`config.mk`:
```
export PLATFORM = sky130hd
export DESIGN_NAME = dmem_arbiter
export DESIGN_NICKNAME = d
export VERILOG_FILES = /design/src/rtl/dmem_arbiter.sv
export SDC_FILE = /design/constraint.sdc
export NUM_CORES = 1
export LEC_CHECK = 0
export BUFFER_PORTS_ARGS = -buffer_cell sky130_fd_sc_hd__clkbuf_2
export CAP_MARGIN = 20
export CORE_ASPECT_RATIO = 0.5
export CORE_MARGIN = 4
export CORE_UTILIZATION = 40
export DETAILED_ROUTE_END_ITERATION = 8
export PLACE_DENSITY = 0.84
export SLEW_MARGIN = 20
export SYNTH_ARGS = -nofsm -noshare
export SYNTH_HDL_FRONTEND = slang
export SYNTH_SLANG_ARGS = --single-unit
```
`constraint.sdc`:
```
create_clock -name clk -period 7.4 [get_ports clk]
set_input_delay 1.48 -clock clk [delete_from_list [all_inputs] [get_ports clk]]
set_output_delay 1.48 -clock clk [all_outputs]
set_load 0.05 [all_outputs]
```
`src/rtl/dmem_arbiter.sv`:
```
// dmem_arbiter: shares one single-port data memory between two requesters.
// Port 0 (core load/store) has fixed priority over port 1 (loader/DMA/debug),
// with a starvation guard that forces a port-1 grant after STARVE_LIMIT
// consecutive denied cycles. Responses are registered, one cycle after accept.
// Optional macro DMEM_ARB_RR_EN: contention is resolved round-robin instead,
// and the starvation counter is removed.
module dmem_arbiter #(
    parameter int unsigned ADDR_W       = 10,
    parameter int unsigned DATA_W       = 32,
    parameter int unsigned STARVE_LIMIT = 4
) (
    input  logic              clk,
    input  logic              reset,
    // port 0: core load/store path
    input  logic              req0_valid,
    output logic              req0_ready,
    input  logic              req0_we,
    input  logic [ADDR_W-1:0] req0_addr,
    input  logic [DATA_W-1:0] req0_wdata,
    output logic              rsp0_valid,
    output logic [DATA_W-1:0] rsp0_rdata,
    // port 1: loader / DMA / debug path
    input  logic              req1_valid,
    output logic              req1_ready,
    input  logic              req1_we,
    input  logic [ADDR_W-1:0] req1_addr,
    input  logic [DATA_W-1:0] req1_wdata,
    output logic              rsp1_valid,
    output logic [DATA_W-1:0] rsp1_rdata,
    // memory port
    output logic [ADDR_W-1:0] mem_addr,
    output logic              mem_we,
    output logic [DATA_W-1:0] mem_wdata,
    input  logic [DATA_W-1:0] mem_rdata
);

    logic              w_pick1;
    logic              w_grant0;
    logic              w_grant1;

    logic              r_rsp0_valid;
    logic [DATA_W-1:0] r_rsp0_rdata;
    logic              r_rsp1_valid;
    logic [DATA_W-1:0] r_rsp1_rdata;

`ifdef DMEM_ARB_RR_EN
    // Index of the most recently granted port; 0 after reset so port 1 wins first.
    logic r_rr_last;

    assign w_pick1 = ~r_rr_last;

    // Remember which port was granted last.
    always_ff @(posedge clk or posedge reset) begin
        if (reset) begin
            r_rr_last <= 1'b0;
        end else if (w_grant0 || w_grant1) begin
            r_rr_last <= w_grant1;
        end
    end
`else
    localparam int unsigned CNT_W = 4;
    localparam logic [CNT_W-1:0] LIMIT_C = CNT_W'(STARVE_LIMIT);

    logic [CNT_W-1:0] r_starve_cnt;

    assign w_pick1 = (r_starve_cnt == LIMIT_C);

    // Count consecutive cycles port 1 waits; saturate at the limit.
    always_ff @(posedge clk or posedge reset) begin
        if (reset) begin
            r_starve_cnt <= '0;
        end else if (req1_valid && !w_grant1) begin
            if (r_starve_cnt != LIMIT_C) begin
                r_starve_cnt <= r_starve_cnt + CNT_W'(1);
            end
        end else begin
            r_starve_cnt <= '0;
        end
    end
`endif

    // Grant selection; at most one grant, none while reset is asserted.
    always_comb begin
        w_grant0 = 1'b0;
        w_grant1 = 1'b0;
        if (!reset) begin
            if (req0_valid && req1_valid) begin
                w_grant1 = w_pick1;
                w_grant0 = ~w_pick1;
            end else begin
                w_grant0 = req0_valid;
                w_grant1 = req1_valid;
            end
        end
    end

    assign req0_ready = w_grant0;
    assign req1_ready = w_grant1;

    // Mux the granted request onto the memory port; idle drives zeros.
    always_comb begin
        mem_addr  = '0;
        mem_we    = 1'b0;
        mem_wdata = '0;
        if (w_grant0) begin
            mem_addr  = req0_addr;
            mem_we    = req0_we;
            mem_wdata = req0_wdata;
        end else if (w_grant1) begin
            mem_addr  = req1_addr;
            mem_we    = req1_we;
            mem_wdata = req1_wdata;
        end
    end

    // One-cycle response; read data captured at accept, writes return zero.
    always_ff @(posedge clk or posedge reset) begin
        if (reset) begin
            r_rsp0_valid <= 1'b0;
            r_rsp0_rdata <= '0;
            r_rsp1_valid <= 1'b0;
            r_rsp1_rdata <= '0;
        end else begin
            r_rsp0_valid <= w_grant0;
            r_rsp1_valid <= w_grant1;
            if (w_grant0) begin
                r_rsp0_rdata <= req0_we ? '0 : mem_rdata;
            end
            if (w_grant1) begin
                r_rsp1_rdata <= req1_we ? '0 : mem_rdata;
            end
        end
    end

    assign rsp0_valid = r_rsp0_valid;
    assign rsp0_rdata = r_rsp0_rdata;
    assign rsp1_valid = r_rsp1_valid;
    assign rsp1_rdata = r_rsp1_rdata;

endmodule

```
==> reports/summary.txt <==
outcome - completed
Initial Utilization - 0.427
DR vias - 3147
total grt overflow - 0
CTS tree - yes
Mapped Cells - 284
leakage - 2.71 nW
Crit Path Max Fanout - 77
Switching Power - 0.510 mW
Worst-path clk slew - 0.05 ns
number of buffers created by CTS - 9
Worst Path Arrival - 3.24 ns
HPWL Detailed - 7.99 mm
Pre-antenna DRT Iters - 4
Reg2Reg Capture Point - rsp1_rdata[19]
wire length per cell - 17.5 um
# nets final - 631
GRT Total Usage - 0.199
layout cells sized above 1 - 0.615
CP Capture Type - primary output
final wirelength - 10.9 mm
hold path endpoint - rsp0_rdata[20]
hold-fix buffers at CTS - 0
number of port buffers - 232
Setup Buffers After CTS - 0
Routability Congestion - 0.887
Post-Syn Area - 3550 um2
worst reg2reg path depth - 6
setup violators final - 0
hold_ws - 0.508 ns
clock tree root buffer cell - clkbuf_16
hold path start - rsp0_rdata[20]
Slew Viols, Final - 0
YS warnings - 0
most frequent cells in the layout - clkbuf_2, dfrtp_1, nor2b_1, mux2_2, a22o_1
# IOs - 233
Die ar. - 10500 um2
Worst EP required - 5.92 ns
Setup TNS - 0 ns
Fin. Hold Viols - 0
Comb power frac - 0.349
Slew HR - 0.362
initial antenna violation count - 0
worst hold path class - reg -> reg
Reg2Reg Setup Slack - 4.98 ns
CTS sink cnt - 70
highest clock rate - 212 MHz
Yosys cell types - 21
Crit Path Category - in -> out
clk_lat worst skew - 0.32 ns
H-tree Lvls - 3
dpl cells - 608
#FFs+latches synth - 70
clk buf depth - 2
die width - 141 um
PostCTS Resize Cnt - 0
R2R Path Start - r_starve_cnt[0]
skew final - 0.00355 ns
first-pass GRT wire length - 16.6 mm
most used cell, CP - clkbuf_2
Final ANT Viol Nets - 0
Pwr Total - 1.31 mW
CP Launch Type - input port
Pint - 0.797 mW
P per Cell Area - 261 nW/um2
Non-Filler Instances - 624
clock network fraction of total power - 0.297
DR iter-0 viols - 161
Avg Cell Area, Syn - 12.5 um2
core area - 8320 um2
Sw Share - 0.390
Final Critical Period - 4.72 ns
part of the cycle the worst path needs - 0.637
RSZ-0062 raised after global routing - no
row count - 23
DRC viols - 0
n_diodes - 0
Critical Path Max Stage Delay - 0.73 ns
Min-Delay Path Depth - 1
Peak VDD IR - 0.133 mV
sequential element share of the synthesized area - 0.493
vias in the first global route - 3225
commonest non-fill, non-tap cell in the layout - clkbuf_2
max-cap viol count - 0
Least-Margin Pin Slew - 0.958 ns
min setup slack post-route - 2.68 ns
Die H - 74.6 um
post-detailed-route via-to-cell ratio - 5.04
Reg power frac - 0.354
CP max stage cell - buf_4
Post-Place Setup Slack - 2.72 ns
critical-path cell list - clkbuf_2 > inv_1 > a211oi_4 > buf_4 > a22o_1 > clkbuf_2
pin count of the biggest net entering global routing - 78
Post-Syn Nets - 408
Layout area overhead - 41.2%
## Yosys cell counts
cell / count / area, um2
nor3_1: 2 / 10.0
nand2b_1: 1 / 6.26
o211a_1: 2 / 20.0
a22o_1: 43 / 377
clkbuf_1: 6 / 22.5
o21ai_0: 2 / 10.0
mux2_2: 64 / 721
dfrtp_1: 70 / 1750
nand3_1: 2 / 10.0
nor2b_1: 64 / 400
ha_1: 2 / 25.0
inv_1: 4 / 15.0
a311oi_1: 1 / 8.76
buf_6: 3 / 33.8
a211oi_4: 1 / 20.0
xor2_1: 1 / 8.76
buf_2: 9 / 45.0
nand3b_4: 1 / 20.0
o21a_1: 1 / 7.51
o32ai_1: 1 / 8.76
buf_4: 4 / 30.0
## metal layers
layer	up-vias	wire length, um	GRT usage
met5	-	0	0
met4	0	169	0.0602
met3	14	682	0.0533
met2	115	5740	0.360
met1	1557	4320	0.239
li1	1461	-	-
## cell type report
| type | instances | area, um2 |
|---|---|---|
| Inverter | 4 | 15.0 |
| Clock buffer | 13 | 250 |
| Fill cell | 673 | 3300 |
| Timing Repair Buffer | 234 | 1180 |
| Tap cell | 112 | 140 |
| Multi-Input combinational cell | 188 | 1660 |
| Clock inverter | 3 | 20.0 |
| Sequential cell | 70 | 1750 |
## how the worst max path moves through the flow
stage | end | cells past startpoint | startpoint
2_1_floorplan | mem_wdata[19] | 5 | reset
3_3_place_gp | mem_wdata[9] | 6 | req1_valid
3_5_place_dp | mem_wdata[30] | 6 | req1_valid
4_1_cts | mem_wdata[30] | 6 | req1_valid
5_1_grt | mem_wdata[17] | 6 | req1_valid
6_report | mem_wdata[24] | 6 | req1_valid
## critical path, delay by kind of cell
| kind | cells | cell delay, ns |
|---|---|---|
| compound gates | 2 | 0.49 |
| buf+inv | 4 | 1.23 |
## per-stage QoR
step,util,cell area (um2)
floorplan,-,3550
global placement,0.570,4740
detailed placement,0.570,4740
CTS,0.603,5010
global route,0.603,5010
finish,0.603,5010
## power by group through the flow
stage | sequential, mW | combinational [mW] | clock, mW
global placement | 0.467 | 0.453 | 0
detailed placement | 0.469 | 0.457 | 0
floorplan | 0.643 | 0.156 | 0
finish | 0.463 | 0.456 | 0.388
global route | 0.469 | 0.477 | 0.413
CTS | 0.463 | 0.459 | 0.396
## registers in the layout, indices dropped and copies added (netlist names)
signal and cells:
rsp0_valid 1, rsp0_rdata 32, rsp1_valid 1, r_starve_cnt 4, rsp1_rdata 32
## cells by family (layout without fill, tap and decap cells)
| family | after synthesis | in the layout | share of synthesized area |
|---|---|---|---|
| xor+xnor | 1 | 1 | 0.00247 |
| fa+ha+maj | 2 | 2 | 0.00705 |
| compound gates | 51 | 51 | 0.127 |
| flops | 70 | 70 | 0.493 |
| mux | 64 | 64 | 0.203 |
| simple gates | 70 | 70 | 0.126 |
| buf+inv | 26 | 254 | 0.0412 |
(Power assumes the default switching activity.)
